$ cat src/rtl/serial_adder_ctrl_pkg.sv
// Shared definitions for the bit-serial adder controllers:
// FSM state encodings and the default operand width.
package serial_adder_ctrl_pkg;

    localparam int DEF_WIDTH = 8;

    localparam logic [1:0] ST_IDLE = 2'd0;
    localparam logic [1:0] ST_RUN  = 2'd1;
    localparam logic [1:0] ST_DONE = 2'd2;

endpackage

$ cat src/rtl/full_adder.sv
// Single-bit full adder cell time-shared by the serial adder controller.
module full_adder (
    input  logic a,
    input  logic b,
    input  logic cin,
    output logic sum,
    output logic cout
);

    assign sum  = a ^ b ^ cin;
    assign cout = (a & b) | (a & cin) | (b & cin);

endmodule

$ cat src/rtl/serial_adder_ctrl.sv
// Bit-serial adder sequencer: one full_adder cell adds two WIDTH-bit
// operands LSB-first over WIDTH cycles, then pulses output_done.
module serial_adder_ctrl
    import serial_adder_ctrl_pkg::*;
#(
    parameter int WIDTH = DEF_WIDTH
) (
    input  logic             input_clk,
    input  logic             input_rst,
    input  logic             input_start,
    input  logic [WIDTH-1:0] input_a,
    input  logic [WIDTH-1:0] input_b,
    input  logic             input_cin,
    output logic             output_busy,
    output logic             output_done,
    output logic [WIDTH-1:0] output_sum,
    output logic             output_cout
);

    localparam int CNT_W = (WIDTH > 1) ? $clog2(WIDTH) : 1;
    localparam logic [CNT_W-1:0] CNT_LAST = CNT_W'(WIDTH - 1);

    logic [1:0]       state_q, state_d;
    logic [CNT_W-1:0] cnt_q, cnt_d;
    logic [WIDTH-1:0] a_shift_q, a_shift_d;
    logic [WIDTH-1:0] b_shift_q, b_shift_d;
    logic [WIDTH-1:0] result_q, result_d;
    logic             carry_q, carry_d;
    logic             cout_q, cout_d;

    logic fa_sum, fa_cout;

    full_adder u_full_adder (
        .a    (a_shift_q[0]),
        .b    (b_shift_q[0]),
        .cin  (carry_q),
        .sum  (fa_sum),
        .cout (fa_cout)
    );

    always_comb begin
        state_d   = state_q;
        cnt_d     = cnt_q;
        a_shift_d = a_shift_q;
        b_shift_d = b_shift_q;
        result_d  = result_q;
        carry_d   = carry_q;
        cout_d    = cout_q;

        case (state_q)
            ST_IDLE, ST_DONE: begin
                // DONE accepts a start just like IDLE for back-to-back adds
                if (input_start) begin
                    a_shift_d = input_a;
                    b_shift_d = input_b;
                    carry_d   = input_cin;
                    cnt_d     = '0;
                    state_d   = ST_RUN;
                end else begin
                    state_d   = ST_IDLE;
                end
            end
            ST_RUN: begin
                result_d  = {fa_sum, result_q[WIDTH-1:1]};
                carry_d   = fa_cout;
                cout_d    = fa_cout;
                a_shift_d = a_shift_q >> 1;
                b_shift_d = b_shift_q >> 1;
                if (cnt_q == CNT_LAST) begin
                    state_d = ST_DONE;
                end else begin
                    cnt_d   = cnt_q + 1'b1;
                end
            end
            default: state_d = ST_IDLE;
        endcase
    end

    always_ff @(posedge input_clk) begin
        if (input_rst) begin
            state_q   <= ST_IDLE;
            cnt_q     <= '0;
            a_shift_q <= '0;
            b_shift_q <= '0;
            result_q  <= '0;
            carry_q   <= 1'b0;
            cout_q    <= 1'b0;
        end else begin
            state_q   <= state_d;
            cnt_q     <= cnt_d;
            a_shift_q <= a_shift_d;
            b_shift_q <= b_shift_d;
            result_q  <= result_d;
            carry_q   <= carry_d;
            cout_q    <= cout_d;
        end
    end

    assign output_busy = (state_q == ST_RUN);
    assign output_done = (state_q == ST_DONE);
    assign output_sum  = result_q;
    assign output_cout = cout_q;

endmodule
$ cat config.mk
export PLATFORM = sky130hd
export DESIGN_NAME = serial_adder_ctrl
export DESIGN_NICKNAME = d
export VERILOG_FILES = /design/src/rtl/serial_adder_ctrl_pkg.sv /design/src/rtl/full_adder.sv /design/src/rtl/serial_adder_ctrl.sv
export SDC_FILE = /design/constraint.sdc
export NUM_CORES = 1
export LEC_CHECK = 0
export CORE_UTILIZATION = 50
export CTS_BUF_LIST = sky130_fd_sc_hd__clkbuf_4
export DETAILED_ROUTE_END_ITERATION = 10
export PLACE_DENSITY = 0.88
export REMOVE_ABC_BUFFERS = 1
export SETUP_SLACK_MARGIN = 0.02
export SLEW_MARGIN = 10
export SYNTH_ARGS = -nofsm -noshare
export SYNTH_HDL_FRONTEND = slang
export SYNTH_SLANG_ARGS = --single-unit
$ cat constraint.sdc
create_clock -name input_clk -period 1.4 [get_ports input_clk]
set_input_delay 0.35 -clock input_clk [delete_from_list [all_inputs] [get_ports input_clk]]
set_output_delay 0.35 -clock input_clk [all_outputs]
set_load 0.01 [all_outputs]
# Word-level counts from Yosys, hierarchy flattened
# Cells that the tools add are included.
totals:
  output_inout_bits: 11
  inputBits: 20
  regBits: 31
op_classes:
  n_bitwise: 7
  n_mux: 12
  eq_ne: 6
  addsub: 1
  n_reduce_logical: 5
op_table:
  columns: ["op", "n"]
  rows:
  - ["$pmux 8 s2", 2]
  - ["$mux 8", 2]
  - ["$mux 3", 2]
  - ["$pmux 3 s2", 1]
  - ["$ne 2x2->1 const B", 2]
  - ["$pmux 2 s2", 1]
  - ["$add 3x1->3 const B", 1]
  - ["$and 1x1->1", 3]
  - ["$eq 3x3->1 const B", 1]
  - ["$reduce_and 3->1", 1]
  - ["$eq 2x1->1 const B", 1]
  - ["$eq 2x2->1 const B", 1]
  - ["$logic_not 2->1", 1]
  - ["$mux 1", 2]
  - ["$mux 2", 1]
  - ["$ne 2x1->1 const B", 1]
  - ["$or 1x1->1", 2]
  - ["$pmux 1 s2", 1]
  - ["$reduce_and 2->1", 1]
  - ["$reduce_bool 2->1", 1]
  - ["$reduce_or 2->1", 1]
  - ["$xor 1x1->1", 2]

# Longest topological paths before layout
depth:
  word_depth: 4
  depth_mapped: 5
  depth_no_buf: 5

# By module
# Synthesis repeated with hierarchy kept, for this count alone.
hier_totals:
  cells_unflattened: 157
  area_unflattened_um2: 1346.3
modules_own_cells:
  columns: ["module", "cells_per_inst", "area_per_inst_um2", "n_inst", "seq_area_each_um2"]
  rows:
  - ["serial_adder_ctrl", 156, 1326.3, 1, 620.6]
  - ["full_adder", 1, 20.0, 1, 0.0]

# Least setup slack after synthesis
# OpenSTA, ideal clock, no wires.
synth_path:
  path_kind: "input to register"
  start: "in cnt_q[0]"
  end: "reg cnt_q[1]"
  t_arrival_ps: 1145
  cell_stages: 6
  setup_slack_ps: 117
  path_cell_list: "dfxtp_1 ha_1 ha_1 nor3b_2 nand3b_1 a21oi_1"
synth_between:
  elab_chain_len: 3
  elab_cells_between_ends: 6
synth_rtl:
  columns: ["item", "line", "source"]
  rows:
  - ["from (decl)", "serial_adder_ctrl.sv:24", "logic [CNT_W-1:0] cnt_q, cnt_d;"]
  - ["$add 3x1->3 / $eq 3x3->1 (equally long branches)", "serial_adder_ctrl.sv:72, serial_adder_ctrl.sv:69", null]
  - ["$mux 3 / $ne 2x2->1 (equally long branches)", null, null]
  - ["$pmux 3 s2 / $reduce_and 3->1 (equally long branches)", null, null]
# Parallel ways exist; a longest one is shown, timed or not. The select of a mux whose other input is x is not followed.
# A chain may end at the register's enable or synchronous reset.

# Worst setup path in the final report
layout_path:
  start: "in state_q[1]"
  end: "out output_busy"
layout_between:
  elab_chain_len: 1
layout_rtl:
  columns: ["item", "line", "source"]
  rows:
  - ["from (decl)", "serial_adder_ctrl.sv:23", "logic [1:0] state_q, state_d;"]
  - ["$eq 2x1->1", "serial_adder_ctrl.sv:99", "assign output_busy = (state_q == ST_RUN);"]
  - ["to (decl)", "serial_adder_ctrl.sv:14", "output logic output_busy,"]
# Every way passes these cells.

==> results.json <==
{
  "fmax_mhz": 758.7,
  "crit_fanout": 3,
  "yosysWarnings": 0,
  "final_cells": 220,
  "grt_pass1_vias": 1088,
  "path_cells": "nand2b_4 -> inv_4 -> buf_6",
  "cp.depth": 3,
  "startpoint_type": "register",
  "critPathSlowestCell": "dfxtp_2",
  "fp.dieH_um": 53.70,
  "worst_pin_slew_ps": 314.8,
  "antennaDiodeCount": 0,
  "hpwl_um": 1880,
  "dpl_worst_slack_ps": -240.3,
  "root_buffer": "clkbuf_4",
  "critical_path.top_delay_family": "flip-flops",
  "wl_per_cell_um": 12.74,
  "layout_common_cells": "nand2_1, dfxtp_1, clkdlybuf4s50_1, nor2_1, a21oi_1",
  "drtIter0Drc": 13,
  "netlist_instances": 157,
  "drc_errors": 0,
  "power_density_nw_per_um2": 1024,
  "dieArea_um2": 2883,
  "synth-simple-area-share": 0.2566,
  "path_buf_inv": 2,
  "h-tree-depth": 2,
  "p_total_mw": 1.785,
  "cts_hold_buf": 0,
  "status": "completed",
  "criticalPathCategory": "register to primary output",
  "synth_top_family_by_area": "simple AND/OR/NAND/NOR gates",
  "r2r_cells": 5,
  "hold_viol_final": 0,
  "cts_tree": "done",
  "area_delta_synth_final_pct": 30.43,
  "rsz0062_at_grt": "yes",
  "drive_gt1_frac": 0.1579,
  "slowest_delay_ps": 340,
  "dieWidth_um": 53.70,
  "ys_seq_area_frac": 0.4644,
  "grt_remaining_overflow": 0,
  "std_cell_rows": 18,
  "fillers": 212,
  "synth-xor-area-share": 0,
  "synth_area_per_cell_um2": 8.511,
  "yosys-mux-area-fraction": 0,
  "boundaryPins": 31,
  "drv_cap": 0,
  "ant_nets": 0,
  "finalWorstSetupSlack_ps": 81.98,
  "p_leak_nw": 0.6906,
  "worstSkewPairLatency_ps": 320,
  "period_share": 0.9414,
  "mostFrequentLayoutCell": "nand2_1",
  "grt_start_max_net_pins": 43,
  "cts_sinks": 31,
  "vias": 1179,
  "numCtsBuffers": 5,
  "slew_violations": 0,
  "grt_pass1_wl_um": 4519,
  "coreArea_um2": 2500,
  "wl_um": 2803,
  "start_util": 0.5345,
  "whs_path_depth": 2,
  "setup_viol": 0,
  "clk_pin_slew_ps": 90,
  "critPathArrivalTime_ps": 970,
  "fin_skew_ps": 4.752,
  "dp.cells": 212,
  "first_pass_iters": 4,
  "cts_buffer_depth": 2,
  "critPathCaptureType": "primary output",
  "nets": 212,
  "finalCriticalPeriod_ps": 1318,
  "via_per_inst": 5.359,
  "synthAdderAreaFrac": 0.03371,
  "syn-cell-area_um2": 1336,
  "grt_use_total": 0.2254,
  "hold_path.class": "register to register",
  "ys_types": 19,
  "antenna_found_initial": 0,
  "synth-seq-cells": 31,
  "irDropWorstVdd_mv": 0.7884,
  "io_buffers": 30,
  "required_ps": 1050,
  "synth-compound-area-share": 0.1835,
  "gp_congestion": 0.7237,
  "relSlewSlack": 0.7901,
  "fin_setup_tns_ps": 0
}
[synth_stat cells (all sizes together)]
cell,n,area share
dfxtp,31,0.46
clkinv,1,0.0028
nor2,17,0.048
nand3b,3,0.017
fa,1,0.015
buf,9,0.051
nand2,52,0.15
ha,2,0.019
nand3,2,0.0075
nor2b,2,0.0094
nor3b,2,0.015
a21oi,14,0.052
clkbuf,3,0.0084
nand2b,3,0.014
a311oi,15,0.13
[layer usage]
metal  track usage  routed length (um)  part of all wire  vias to the layer above
li1              -                   -                 -                      593
met1        0.2456                1266              0.45                      554
met2        0.4033                1390              0.50                       28
met3       0.05932                 117             0.042                        4
met4        0.1009                  29             0.010                        0
met5             0                   0                 0                        -
[final timing paths]
check                startpoint  slack (ps)            end
setup reg to reg       cnt_q[0]          90       cnt_q[1]
hold reg to reg   output_sum[0]         460  output_sum[0]
hold / removal    output_sum[0]         460  output_sum[0]
setup / recovery     state_q[1]          80    output_busy
[cells by family after synthesis]
family | after synthesis
AOI/OAI and AO/OA | 29
and+or+nand+nor | 81
DFF | 31
adders and majority gates | 3
buffers and inverters | 13
[stage by stage]
step	instance area (um^2)	hold slack, ps	utilization
after floorplan	1257	417.9	-
after global placement	1673	442.5	0.6692
after detailed placement	1673	455.3	0.6692
after CTS	1723	465.2	0.6892
after global routing	1743	488.3	0.6972
final	1743	463.6	0.6972
[worst register-to-register path, delay by kind of cell (launching register included)]
kind,cells,cell delay (ps)
simple gates,2,430
compound gates,1,70
fa+ha+maj,2,370
flops,1,340
[sequential cells by signal (all words and copies together) (netlist names)]
| register | cells |
|---|---|
| a_shift_q | 8 |
| b_shift_q | 8 |
| output_sum | 8 |
| cnt_q | 3 |
| state_q | 2 |
| carry_q | 1 |
| output_cout | 1 |
[cell type report]
| type | count | area (um^2) | share of cell area |
|---|---|---|---|
| timing repair buffer | 37 | 370.4 | 0.2125 |
| clock buffer | 6 | 45.04 | 0.02584 |
| tap | 30 | 37.54 | 0.02154 |
| multi-input combinational | 113 | 651.9 | 0.3740 |
| inverter | 1 | 6.256 | 0.003589 |
| sequential | 31 | 624.3 | 0.3582 |
| clock inverter | 2 | 7.507 | 0.004307 |
[repair_timing]
| action | 4_1_cts | 5_1_grt |
|---|---|---|
| resized for setup | 22 | 7 |
| setup endpoints to repair | 14 | 13 |
| pin swaps | 1 | 2 |
| setup buffers | 0 | 0 |
[power by group]
part           internal, mW  total, mW  leakage [nW]  switching, mW
Clock                 0.205      0.496        0.0307          0.291
Combinational         0.157      0.315         0.405          0.159
Sequential            0.939      0.974         0.255         0.0344
Total                  1.30       1.79         0.691          0.484
No activity file was read; power rests on OpenSTA's default activity.
